===== src/rtl/vdg_pkg.sv =====
// Shared types and constants for the VDG replacement pixel path.
package vdg_pkg;

    typedef logic [3:0] vdg_colour_t;

    typedef enum logic {
        ST_IDLE   = 1'b0,
        ST_ACTIVE = 1'b1
    } ser_state_t;

    localparam vdg_colour_t VDG_BLACK         = 4'd0;
    localparam int          VDG_ROWS_PER_CELL = 12;

    // A set pattern bit shows the cell's foreground colour; a clear bit is black.
    function automatic vdg_colour_t pix_sel(input logic bit_on, input vdg_colour_t colour);
        return bit_on ? colour : VDG_BLACK;
    endfunction

endpackage


===== src/rtl/vdg_row_counter.sv =====
// Scanline-within-cell counter feeding the decode stage's row input.
module vdg_row_counter
    import vdg_pkg::*;
#(
    parameter int ROWS_PER_CELL = VDG_ROWS_PER_CELL
) (
    input  logic       clk,
    input  logic       reset,
    input  logic       lineEnd,
    input  logic       frameStart,
    output logic [3:0] cellRow
);

    localparam logic [3:0] ROW_LAST = 4'(ROWS_PER_CELL - 1);

    logic [3:0] r_row;

    // frameStart outranks the lineEnd increment so a field always begins on row 0.
    always_ff @(posedge clk or posedge reset) begin
        if (reset) begin
            r_row <= 4'd0;
        end else if (frameStart) begin
            r_row <= 4'd0;
        end else if (lineEnd) begin
            r_row <= (r_row == ROW_LAST) ? 4'd0 : r_row + 4'd1;
        end
    end

    assign cellRow = r_row;

endmodule


===== src/rtl/vdg_pixel_serializer.sv =====
// Double-buffered pattern shifter: hold register feeds an MSB-first shifter
// emitting one colour index per pixel enable, plus row counting and underrun.
module vdg_pixel_serializer
    import vdg_pkg::*;
#(
    parameter int PIX_BITS      = 8,
    parameter int ROWS_PER_CELL = VDG_ROWS_PER_CELL
) (
    input  logic                clk,
    input  logic                reset,
    input  logic                pixEn,
    input  logic                lineStart,
    input  logic                lineEnd,
    input  logic                frameStart,
    input  logic [PIX_BITS-1:0] loadData,
    input  logic [3:0]          loadColour,
    input  logic                loadValid,
    output logic                loadReq,
    output logic [3:0]          pixColour,
    output logic [3:0]          cellRow,
    output logic                underrun
);

    localparam int               CNT_W    = $clog2(PIX_BITS);
    localparam logic [CNT_W-1:0] CNT_LAST = CNT_W'(PIX_BITS - 1);

    ser_state_t          r_state;
    logic [PIX_BITS-1:0] r_hold_data;
    vdg_colour_t         r_hold_colour;
    logic                r_hold_full;
    logic [PIX_BITS-1:0] r_sh_reg;
    vdg_colour_t         r_sh_colour;
    logic [CNT_W-1:0]    r_bit_cnt;
    vdg_colour_t         r_pix_colour;
    logic                r_underrun;

    logic                w_load_acc;
    logic                w_step;

    assign loadReq    = !r_hold_full;
    assign w_load_acc = loadValid && loadReq;
    assign w_step     = (r_state == ST_ACTIVE) && pixEn;

    // Line control, shifter and hold register; lineEnd flushes everything and wins over lineStart.
    always_ff @(posedge clk or posedge reset) begin
        if (reset) begin
            r_state       <= ST_IDLE;
            r_hold_data   <= {PIX_BITS{1'b0}};
            r_hold_colour <= VDG_BLACK;
            r_hold_full   <= 1'b0;
            r_sh_reg      <= {PIX_BITS{1'b0}};
            r_sh_colour   <= VDG_BLACK;
            r_bit_cnt     <= {CNT_W{1'b0}};
            r_pix_colour  <= VDG_BLACK;
            r_underrun    <= 1'b0;
        end else begin
            if (lineEnd) begin
                r_state      <= ST_IDLE;
                r_hold_full  <= 1'b0;
                r_sh_reg     <= {PIX_BITS{1'b0}};
                r_sh_colour  <= VDG_BLACK;
                r_bit_cnt    <= {CNT_W{1'b0}};
                r_pix_colour <= VDG_BLACK;
            end else begin
                if (lineStart) begin
                    // A restart drops the partial pattern but keeps any prefetched byte.
                    r_state      <= ST_ACTIVE;
                    r_sh_reg     <= {PIX_BITS{1'b0}};
                    r_bit_cnt    <= {CNT_W{1'b0}};
                    r_pix_colour <= VDG_BLACK;
                end else if (w_step) begin
                    if (r_bit_cnt != {CNT_W{1'b0}}) begin
                        r_pix_colour <= pix_sel(r_sh_reg[PIX_BITS-1], r_sh_colour);
                        r_sh_reg     <= {r_sh_reg[PIX_BITS-2:0], 1'b0};
                        r_bit_cnt    <= (r_bit_cnt == CNT_LAST) ? {CNT_W{1'b0}}
                                                                : r_bit_cnt + CNT_W'(1);
                    end else if (r_hold_full) begin
                        r_pix_colour <= pix_sel(r_hold_data[PIX_BITS-1], r_hold_colour);
                        r_sh_reg     <= {r_hold_data[PIX_BITS-2:0], 1'b0};
                        r_sh_colour  <= r_hold_colour;
                        r_bit_cnt    <= CNT_W'(1);
                        r_hold_full  <= 1'b0;
                    end else begin
                        r_pix_colour <= VDG_BLACK;
                        r_underrun   <= 1'b1;
                    end
                end
                // Written after the transfer so a same-edge load leaves the hold full.
                if (w_load_acc) begin
                    r_hold_data   <= loadData;
                    r_hold_colour <= loadColour;
                    r_hold_full   <= 1'b1;
                end
            end
            if (frameStart) begin
                r_underrun <= 1'b0;
            end
        end
    end

    vdg_row_counter #(
        .ROWS_PER_CELL (ROWS_PER_CELL)
    ) u_row_counter (
        .clk        (clk),
        .reset      (reset),
        .lineEnd    (lineEnd),
        .frameStart (frameStart),
        .cellRow    (cellRow)
    );

    assign pixColour = r_pix_colour;
    assign underrun  = r_underrun;

endmodule

===== config.mk =====
export PLATFORM = sky130hd
export DESIGN_NAME = vdg_pixel_serializer
export DESIGN_NICKNAME = d
export VERILOG_FILES = /design/src/rtl/vdg_pkg.sv /design/src/rtl/vdg_row_counter.sv /design/src/rtl/vdg_pixel_serializer.sv
export SDC_FILE = /design/constraint.sdc
export NUM_CORES = 1
export LEC_CHECK = 0
export ABC_AREA = 1
export BUFFER_PORTS_ARGS = -buffer_cell sky130_fd_sc_hd__buf_2
export CORE_MARGIN = 5
export CORE_UTILIZATION = 45
export CTS_CLUSTER_DIAMETER = 80
export DETAILED_ROUTE_END_ITERATION = 8
export PLACE_DENSITY = 0.68
export SETUP_SLACK_MARGIN = 0.05
export SLEW_MARGIN = 5
export SYNTH_ARGS = -nofsm -noshare
export SYNTH_HDL_FRONTEND = slang
export SYNTH_SLANG_ARGS = --single-unit
export TNS_END_PERCENT = 5

===== constraint.sdc =====
create_clock -name clk -period 1.9 [get_ports clk]
set_input_delay 0.19 -clock clk [delete_from_list [all_inputs] [get_ports clk]]
set_output_delay 0.19 -clock clk [all_outputs]
set_load 0.02 [all_outputs]

==> impl_metrics.csv <==
group,metric,value,unit
run_status,result_of_the_run,"finished, final reports clean",
cts,cts.repair_timing.setup_buffer_count,0,
synth,synthDominantAreaCellType,"dfrtp_1",
floorplan,die_w,73.6,um
synth,netlist.area_leader.share,0.509,
synth,ys_warn_count,0,
route,postRouteWirelength,3.49,mm
layout,areaGrowthSynthToFinish,14.4,%
floorplan,count_of_standard_cell_rows,23,
power,power.ir.vdd_worst,0.551,mV
timing,rsz0062_at_grt,"false",
worst_setup_path,worst_setup_path_end_kind,"flip-flop",
worst_setup_path,path_buf_inv,3,
worst_setup_path,crit_family,"simple AND/OR/NAND/NOR gates",
synth,ys_seq_area_frac,0.509,
cts,number_of_buffers_on_the_longest_clock_path,2,
placed_design,port_buffers,28,
timing,number_of_setup_violations_in_the_final_report,0,
timing,timing.fmax,0.637,GHz
worst_setup_path,timing.critical_path.slowest_stage_cell,"dfrtp_1",
timing,final.setup_skew,0.00326,ns
cts,number_of_gates_given_a_new_drive_strength_after_cts,0,
grt,grt_pass1_vias,1375,
cts,tritoncts,"built",
worst_setup_path,crit_path_max_fanout,10,
worst_setup_path,timing_worst_setup_path_type,"flip-flop to flip-flop",
worst_setup_path,cp.required,2.12,ns
floorplan,core-area,3970,um2
timing,hold_violations,0,
route,initial_detailed_routing_violation_count,69,
floorplan,start_util,0.458,
route,vias_per_cell,4.76,
power,sw_frac_of_total,0.284,
power,p_sw,509,uW
power,power.share.clock,0.296,
grt,globalRoute.totalOverflow,0,
placed_design,post-dp-hpwl,2.66,mm
floorplan,floorplan.die_area,5420,um2
worst_setup_path,cp_cell_sequence,"inv_1 > ha_1 > inv_2 > nor2_4 > buf_4 > nor2_1 > nor2_1 > nand2_1 > nand2_1",
layout,num-fill-cells,395,
layout,finalNonFillerCells,309,
worst_hold_path,timing.hold.worst.class,"input port to async pin",
route,routed-via-count,1472,
timing,layout_min_cycle_time,1.57,ns
layout,nets,282,
grt,antenna_found_initial,0,
power,static-leakage-power,1.17,nW
cts,clock-root-buffer,"clkbuf_8",
layout,utilization,0.524,
cts,clock_slew_at_reported_path_ffs,0.07,ns
worst_setup_path,cpPeakStageDelay,0.41,ns
grt,maximum_number_of_pins_on_one_net_before_global_route_repair,38,
cts,cts_max_level,2,
timing,slew-limit-headroom,0.699,
worst_setup_path,worst-endpoint-arrival,1.79,ns
power,combinationalPowerShare,0.180,
grt,grt_first_pass_wirelength,5.99,mm
cts,post_cts_hold_buffer_count,0,
placed_design,gp_routability_congestion,0.851,
flow_run,timing.max_cap.violations,0,
layout,antenna_cells_inserted,0,
floorplan,die_height,73.6,um
synth,syn-num-nets,250,
timing,timing.final.crit_share,0.826,
layout,largest_register_ff_count,8,
cts,cts_inserted_buffers,5,
synth,unique_cell_type_count_in_the_yosys_netlist,22,
synth,syn-mean-instance-area,8.02,um2
synth,ffs_latches_synth,37,
worst_setup_path,critPathLaunchType,"flip-flop",
route,detail-route-antenna-nets,0,
timing,timing_max_transition_violations_final,0,
placed_design,placed_cells,302,
cts,clock-sinks,37,
power,power.internal,1.28,mW
floorplan,top_level_ports,29,
power,power_density,862,nW/um2
synth,synth_top_cells_by_area,"dfrtp_1 (51%), nand2_1 (15%), nor2_1 (5.6%)",
route,drt_drc_violations_left,0,
route,drt-pass1-iter-count,4,
cts,worstSkewPairLatency,0.27,ns
grt,grt_use_total,0.143,
route,wire_per_inst,11.3,um
synth,postSynthCellCount,227,
synth,synth_area,1820,um2
timing,timing_worst_slew_pin_value,0.451,ns
layout,layout-drive-gt1-share,0.197,
timing,finalSetupTns,0,ns
power,pwr-share-seq,0.525,
## final timing paths
path / startpoint / to / slack (ns) / cells after the start
setup / recovery: r_bit_cnt[0] / r_sh_reg[2] / 0.33 / 9
hold / removal: reset / r_hold_data[2] / 0.007 / 3
setup reg to reg: r_bit_cnt[0] / r_sh_reg[2] / 0.33 / 9
hold reg to reg: r_sh_colour[0] / r_sh_colour[0] / 0.48 / 2
max in group asynchronous: reset / pixColour[1] / 1.58 / 3
min in group clk: frameStart / underrun / 0.08 / 2
## kinds of logic after synthesis
family / after synthesis / synth area share
adder cells (fa/ha/maj): 4 / 0.0275
AO/OA/AOI/OAI: 31 / 0.0873
AND/OR/NAND/NOR: 125 / 0.299
XOR/XNOR: 1 / 0.00481
flip-flops: 37 / 0.509
buffers and inverters: 29 / 0.0728
## area by class of cell
cell class,instances,area [um2],area share
Clock buffer,7,86.3,0.0415
Tap cell,50,62.6,0.0300
Multi-Input combinational cell,161,762,0.366
Sequential cell,37,926,0.445
Inverter,24,90.1,0.0433
Timing Repair Buffer,30,155,0.0745
## cell usage after synthesis, drive strengths merged
library cell,n
nand2,74
xnor2,1
o21ai,16
buf,5
a22o,1
ha,4
a21oi,14
nand3,14
dfrtp,37
nor2,31
or2,1
inv,24
nand4,5
## power by group through the flow
stage	registers, mW	clock network [mW]	logic (mW)
global route	0.951	0.586	0.376
finish	0.941	0.530	0.322
detailed placement	0.955	0	0.324
floorplan	0.947	0	0.243
global placement	0.955	0	0.322
CTS	0.941	0.551	0.326
## per-stage QoR
| step | power [mW] | hold slack, ns | worst slack [ns] | cell area (um2) |
|---|---|---|---|---|
| global placement | 1.28 | 0.320 | 0.379 | 2000 |
| finish | 1.79 | 0.00732 | 0.330 | 2080 |
| detailed placement | 1.28 | 0.322 | 0.334 | 2000 |
| CTS | 1.82 | 0.0175 | 0.317 | 2080 |
| floorplan | 1.19 | 0.253 | 0.579 | 1820 |
| global route | 1.91 | 0.0487 | 0.130 | 2080 |
## metal layers
metal	wire [um]	GRT usage	part of all wire
met5	0	0	0
met4	34	0.0644	0.0098
met3	170	0.0356	0.049
met2	1540	0.210	0.44
met1	1740	0.198	0.50
## worst register-to-register path, cell delays in order (launching register included)
cell	delay, ns
dfrtp_1	0.41
inv_1	0.07
ha_1	0.34
inv_2	0.08
nor2_4	0.16
buf_4	0.19
nor2_1	0.05
nor2_1	0.10
nand2_1	0.06
nand2_1	0.06
## cell usage in the layout (no fill, tap or decap), types with 2 or more instances in the layout
master,synthesis,final
a21oi_1,14,14
buf_2,1,28
buf_4,2,2
clkbuf_8,0,6
dfrtp_1,37,37
ha_1,4,4
inv_1,19,19
inv_2,5,5
nand2_1,71,71
nand2_2,2,2
nand3_1,12,12
nand3_2,2,2
nand4_1,5,5
nor2_1,27,27
nor2_2,2,2
nor2_4,2,2
o21ai_0,11,11
o21ai_1,5,5
Power figures use the tool's default switching activity.
